===== src/rtl/arp_arb_pkg.sv =====
// Shared types and widths for the ARP request arbiter: FSM state encoding and
// the IP/MAC field widths of the ARP core lookup interface.
package arp_arb_pkg;

    localparam int ARP_IP_W  = 32;
    localparam int ARP_MAC_W = 48;

    typedef enum logic [1:0] {
        IDLE,
        REQ,
        WAIT,
        RESP
    } arb_state_e;

endpackage


===== src/rtl/arp_req_arbiter_rr_pick.sv =====
// Combinational round-robin picker: first set bit of req at or above ptr,
// wrapping past N_REQ-1 back to 0 (explicit modulo, so any N_REQ works).
module rr_pick #(
    parameter int N_REQ = 4,
    parameter int IDX_W = $clog2(N_REQ)
) (
    input  logic [N_REQ-1:0] req,
    input  logic [IDX_W-1:0] ptr,
    output logic [N_REQ-1:0] onehot,
    output logic [IDX_W-1:0] idx,
    output logic             found
);

    logic [IDX_W:0]   sum;
    logic [IDX_W-1:0] cand;

    always_comb begin
        onehot = '0;
        idx    = '0;
        found  = 1'b0;
        sum    = '0;
        cand   = '0;
        // Walk offsets from farthest to nearest so the nearest hit is the last write.
        for (int i = N_REQ - 1; i >= 0; i--) begin
            sum = {1'b0, ptr} + (IDX_W + 1)'(i);
            if (sum >= (IDX_W + 1)'(N_REQ)) begin
                sum = sum - (IDX_W + 1)'(N_REQ);
            end
            cand = sum[IDX_W-1:0];
            if (req[cand]) begin
                onehot       = '0;
                onehot[cand] = 1'b1;
                idx          = cand;
                found        = 1'b1;
            end
        end
    end

endmodule


===== src/rtl/arp_req_arbiter.sv =====
// Round-robin arbiter sharing one ARP core lookup port among N_REQ requesters,
// one lookup outstanding. Optional response timeout: define ARP_ARB_TIMEOUT_EN.
module arp_req_arbiter
    import arp_arb_pkg::*;
#(
    parameter int N_REQ          = 4,
    parameter int TIMEOUT_CYCLES = 4096
) (
    input  logic                       clk,
    input  logic                       rst,
    input  logic [N_REQ-1:0]           s_arp_request_valid,
    output logic [N_REQ-1:0]           s_arp_request_ready,
    input  logic [N_REQ*32-1:0]        s_arp_request_ip,
    output logic [N_REQ-1:0]           s_arp_response_valid,
    input  logic [N_REQ-1:0]           s_arp_response_ready,
    output logic                       s_arp_response_error,
    output logic [47:0]                s_arp_response_mac,
    output logic                       m_arp_request_valid,
    input  logic                       m_arp_request_ready,
    output logic [31:0]                m_arp_request_ip,
    input  logic                       m_arp_response_valid,
    output logic                       m_arp_response_ready,
    input  logic                       m_arp_response_error,
    input  logic [47:0]                m_arp_response_mac,
    output logic [$clog2(N_REQ)-1:0]   grant_idx
);

    localparam int IDX_W = $clog2(N_REQ);

    arb_state_e            state_q, state_d;
    logic [IDX_W-1:0]      rr_ptr_q, rr_ptr_d;
    logic [IDX_W-1:0]      grant_idx_q, grant_idx_d;
    logic [ARP_IP_W-1:0]   ip_q, ip_d;
    logic [ARP_MAC_W-1:0]  mac_q, mac_d;
    logic                  err_q, err_d;
    logic                  grant_block;

    logic [N_REQ-1:0]      pick_onehot;
    logic [IDX_W-1:0]      pick_idx;
    logic                  pick_found;

`ifdef ARP_ARB_TIMEOUT_EN
    logic [31:0]           cnt_q, cnt_d;
    logic                  drop_pend_q, drop_pend_d;

    // A timed-out lookup may still be answered; hold off new grants until
    // that stale answer has been swallowed.
    assign grant_block = drop_pend_q;
`else
    assign grant_block = 1'b0;

    // Timeout support is compiled out; the parameter is kept for a uniform interface.
    if (TIMEOUT_CYCLES < 1) begin : g_timeout_unused
    end
`endif

    rr_pick #(
        .N_REQ (N_REQ),
        .IDX_W (IDX_W)
    ) u_pick (
        .req    (s_arp_request_valid),
        .ptr    (rr_ptr_q),
        .onehot (pick_onehot),
        .idx    (pick_idx),
        .found  (pick_found)
    );

    always_comb begin
        state_d              = state_q;
        rr_ptr_d             = rr_ptr_q;
        grant_idx_d          = grant_idx_q;
        ip_d                 = ip_q;
        mac_d                = mac_q;
        err_d                = err_q;
        s_arp_request_ready  = '0;
        s_arp_response_valid = '0;
        m_arp_request_valid  = 1'b0;
        m_arp_response_ready = 1'b0;
`ifdef ARP_ARB_TIMEOUT_EN
        cnt_d       = cnt_q;
        drop_pend_d = drop_pend_q;
        if (drop_pend_q) begin
            m_arp_response_ready = 1'b1;
            if (m_arp_response_valid) begin
                drop_pend_d = 1'b0;
            end
        end
`endif

        case (state_q)
            IDLE: begin
                if (pick_found && !grant_block) begin
                    s_arp_request_ready = pick_onehot;
                    ip_d                = s_arp_request_ip[pick_idx*ARP_IP_W +: ARP_IP_W];
                    grant_idx_d         = pick_idx;
                    state_d             = REQ;
                end
            end
            REQ: begin
                m_arp_request_valid = 1'b1;
                if (m_arp_request_ready) begin
                    state_d = WAIT;
`ifdef ARP_ARB_TIMEOUT_EN
                    cnt_d   = '0;
`endif
                end
            end
            WAIT: begin
                m_arp_response_ready = 1'b1;
                if (m_arp_response_valid) begin
                    mac_d   = m_arp_response_mac;
                    err_d   = m_arp_response_error;
                    state_d = RESP;
                end
`ifdef ARP_ARB_TIMEOUT_EN
                else begin
                    cnt_d = cnt_q + 32'd1;
                    if (cnt_d == 32'(TIMEOUT_CYCLES)) begin
                        mac_d       = '0;
                        err_d       = 1'b1;
                        drop_pend_d = 1'b1;
                        state_d     = RESP;
                    end
                end
`endif
            end
            RESP: begin
                s_arp_response_valid[grant_idx_q] = 1'b1;
                if (s_arp_response_ready[grant_idx_q]) begin
                    rr_ptr_d = (grant_idx_q == IDX_W'(N_REQ - 1)) ? '0
                                                                  : grant_idx_q + IDX_W'(1);
                    state_d  = IDLE;
                end
            end
            default: state_d = IDLE;
        endcase
    end

    always_ff @(posedge clk) begin
        if (rst) begin
            state_q     <= IDLE;
            rr_ptr_q    <= '0;
            grant_idx_q <= '0;
            ip_q        <= '0;
            mac_q       <= '0;
            err_q       <= 1'b0;
`ifdef ARP_ARB_TIMEOUT_EN
            cnt_q       <= '0;
            drop_pend_q <= 1'b0;
`endif
        end else begin
            state_q     <= state_d;
            rr_ptr_q    <= rr_ptr_d;
            grant_idx_q <= grant_idx_d;
            ip_q        <= ip_d;
            mac_q       <= mac_d;
            err_q       <= err_d;
`ifdef ARP_ARB_TIMEOUT_EN
            cnt_q       <= cnt_d;
            drop_pend_q <= drop_pend_d;
`endif
        end
    end

    assign m_arp_request_ip     = ip_q;
    assign s_arp_response_mac   = mac_q;
    assign s_arp_response_error = err_q;
    assign grant_idx            = grant_idx_q;

endmodule


===== config.mk =====
export PLATFORM = sky130hd
export DESIGN_NAME = arp_req_arbiter
export DESIGN_NICKNAME = d
export VERILOG_FILES = /design/src/rtl/arp_arb_pkg.sv /design/src/rtl/arp_req_arbiter_rr_pick.sv /design/src/rtl/arp_req_arbiter.sv
export SDC_FILE = /design/constraint.sdc
export NUM_CORES = 1
export LEC_CHECK = 0
export BUFFER_PORTS_ARGS = -buffer_cell sky130_fd_sc_hd__buf_2
export CAP_MARGIN = 20
export CORE_AREA = 2 2 110 112
export DETAILED_ROUTE_END_ITERATION = 10
export DIE_AREA = 0 0 112 114
export HOLD_SLACK_MARGIN = 0.1
export PLACE_DENSITY_LB_ADDON = 0.08
export RECOVER_POWER = 25
export SETUP_SLACK_MARGIN = 0.1
export SYNTH_ARGS = -nofsm -noshare
export SYNTH_HDL_FRONTEND = slang
export SYNTH_HIERARCHICAL = 1
export SYNTH_SLANG_ARGS = --single-unit

===== constraint.sdc =====
create_clock -name clk -period 3.8 [get_ports clk]
set_clock_uncertainty 0.2 [all_clocks]
set_input_delay 1.14 -clock clk [delete_from_list [all_inputs] [get_ports clk]]
set_output_delay 1.14 -clock clk [all_outputs]
set_load 0.03 [all_outputs]

==> flow_metrics.py <==
metrics = {
    "outcome": {
        "status": "finished, violations left",
        "violations_in_the_final_reports": "setup timing",
    },
    "placed_design": {
        "gp_routability_congestion": 0.8269,
        "pre_cts_setup_slack_ns": -0.1847,
        "hpwlAfterDp_um": 11400,
        "io_buffers": 281,
    },
    "drt": {
        "drt-wirelength-per-cell_um": 15.35,
        "residual_drc": 0,
        "antenna_left": 0,
        "drt-vias-per-instance": 5.069,
        "firstDrtPassIters": 4,
        "drtIter0Drc": 247,
        "wl_um": 14860,
        "routed-via-count": 4907,
    },
    "flow_run": {
        "timing.max_cap.violations": 0,
    },
    "logic_synthesis": {
        "netlist.top_cell.by_area": "dfxtp_1",
        "postSynthNetCount": 746,
        "avgSynthCellArea_um2": 8.784,
        "synthDistinctLibCells": 43,
        "yosysWarningCount": 6,
        "synth_area_leaders": "dfxtp_1, mux4_2, nand2_1",
        "synth-seq-cells": 87,
        "synth_seq_area_share_pct": 36.72,
        "synthesis.area_um2": 4743,
        "synth_cells": 540,
        "post-synth-top-area-fraction_pct": 36.72,
    },
    "finish": {
        "multi_input_comb_area_um2": 2796,
        "most_common_cell_after_layout_fill_and_taps_aside": "buf_2",
        "final_core_utilization_pct": 57.34,
        "filler_cell_count": 1173,
        "layout_common_cells": "buf_2, nand2_1, a21oi_1, dfxtp_1, clkbuf_1",
        "flow.area_growth_from_synthesis_pct": 41.57,
        "fin_nets": 1018,
        "drive_gt1_share_pct": 41.86,
        "seq_area_um2": 1742,
    },
    "floorplanning": {
        "dieHeight_um": 114,
        "die-width_um": 112,
        "die-area_um2": 12770,
        "ioPinCount": 282,
        "initial_core_util_pct": 40.50,
        "rows": 40,
        "core_area_um2": 11710,
    },
    "timing": {
        "hold_viol": 0,
        "grt_setup_unrepaired": "yes",
        "timing.final.max_slew_violations": 0,
        "max_slew_margin_pct": 42.01,
        "fmax_mhz": 257.9,
        "worst_slack_ns": -0.07809,
        "timing.final.crit_period_ns": 3.878,
        "setup_viol_count_final": 4,
        "post-route-period-util_pct": 102.1,
        "timing_worst_slew_pin_value_ns": 0.8699,
    },
    "global_route": {
        "grtUsageTotal_pct": 22.44,
        "grt_max_degree": 50,
        "vias_in_the_first_global_route": 4887,
        "grt_antenna_before_repair": 4,
        "grt_overflow_total": 0,
        "wire_length_of_the_first_global_routing_pass_um": 23150,
    },
    "cts": {
        "cts_root_buf": "clkbuf_16",
        "tritoncts_clock_tree": "done",
        "sink_count": 87,
        "h-tree-depth": 3,
        "numCtsBuffers": 9,
        "clk_pin_slew_worst_paths_ns": 0.06,
        "clk_path_buf_depth": 2,
        "clock_insertion_delay_worst_skew_ns": 0.33,
    },
    "worst_setup_path": {
        "worstSetupPathType": "input port to primary output",
        "cp-end-kind": "primary output",
        "worst_ep_required_time_ns": 2.46,
        "critical_path_arrival_ns": 2.54,
        "cp-start-kind": "input port",
        "timing.critical_path.fanout_max": 5,
    },
    "worst_hold_path": {
        "hp-class": "flop to flop",
    },
    "power_and_ir_drop": {
        "p_per_area_nw_per_um2": 550.0,
        "power.ir.vdd_worst_mv": 0.2906,
        "power.static_leakage_nw": 2.919,
    },
}
-- layout make-up --
type	instances	area share, %
Inverter	13	0.7267
Clock inverter	5	1.286
Antenna cell	4	0.1491
Clock buffer	11	3.764
Sequential cell	87	25.94
Tap cell	147	2.739
Multi-Input combinational cell	397	41.64
Timing Repair Buffer	304	23.76
-- cells in the mapped netlist, drive strengths merged --
cell type	count
a21oi	88
ha	17
mux2	5
a211oi	2
o221a	1
nor3	2
a221oi	1
mux4	34
a21o	1
nand4	1
o32ai	1
nor2	17
buf	21
nor3b	1
dfxtp	87
a31oi	5
o211ai	4
nand2	178
o21ai	1
nand3	6
and2	6
dlymetal6s2s	1
inv	13
or3	1
a41oi	4
mux2i	7
clkbuf	21
and3	6
o221ai	4
o31ai	1
nand2b	3
-- state kept, by name, indices dropped and copies added, names as in the netlist --
register	flops
grant_idx	2
m_arp_request_ip	32
rr_ptr_q	2
s_arp_response_error	1
s_arp_response_mac	48
state_q	2
-- path summary, 6_finish.rpt --
kind                           from                      to  slack (ns)  cells past startpoint
max          s_arp_request_valid[1]  s_arp_request_ready[3]       -0.08                      7
max reg2reg             rr_ptr_q[0]    m_arp_request_ip[12]        0.64                     11
min reg2reg  s_arp_response_mac[47]  s_arp_response_mac[47]        0.25                      2
min          s_arp_response_mac[47]  s_arp_response_mac[47]        0.25                      2
-- kinds of logic after synthesis --
| logic type | share of synthesized area (%) |
|---|---|
| AO/OA/AOI/OAI | 14.30 |
| AND/OR/NAND/NOR | 18.99 |
| buffers and inverters | 6.120 |
| flip-flops | 36.72 |
| adder cells (fa/ha/maj) | 4.484 |
| multiplexers | 19.39 |
-- layer usage --
metal	GRT usage, %	vias up	wire length [µm]
met5	0	-	0
met4	9.024	0	359
met3	6.270	31	1068
met2	41.21	197	7800
met1	24.51	2273	5630
li1	-	2406	-
-- power by group --
part	internal, mW	switching [mW]	leakage (nW)
registers	1.09	0.0993	0.710
logic	0.542	0.975	2.04
clock network	0.618	0.368	0.167
-- timing repair --
item,CTS,global route
buffers inserted,0,0
endpoints found under the setup margin,4,4
resized for setup,21,4
pin swaps,7,0
hold endpoints to repair,0,0
hold buffers,0,0
-- per-stage QoR --
stage / TNS [ns] / instance area [µm²] / hold WS, ns / instances / power [mW]
2_1_floorplan: 0 / 4767 / 0.2812 / 540 / 2.271
3_3_place_gp: -0.5172 / 6324 / 0.2388 / 948 / 2.705
3_5_place_dp: -0.6931 / 6324 / 0.2430 / 948 / 2.726
4_1_cts: -0.1201 / 6744 / 0.2520 / 964 / 3.753
5_1_grt: -0.3359 / 6715 / 0.2712 / 968 / 3.916
6_report: -0.1799 / 6715 / 0.2497 / 968 / 3.693
-- critical path, cell delays in order --
cell     delay, ns
buf_8         0.10
mux4_2        0.53
nor2_1        0.13
nand3_1       0.11
a41oi_2       0.19
and3_4        0.21
buf_6         0.12
No activity file was read; power rests on OpenSTA's default activity.
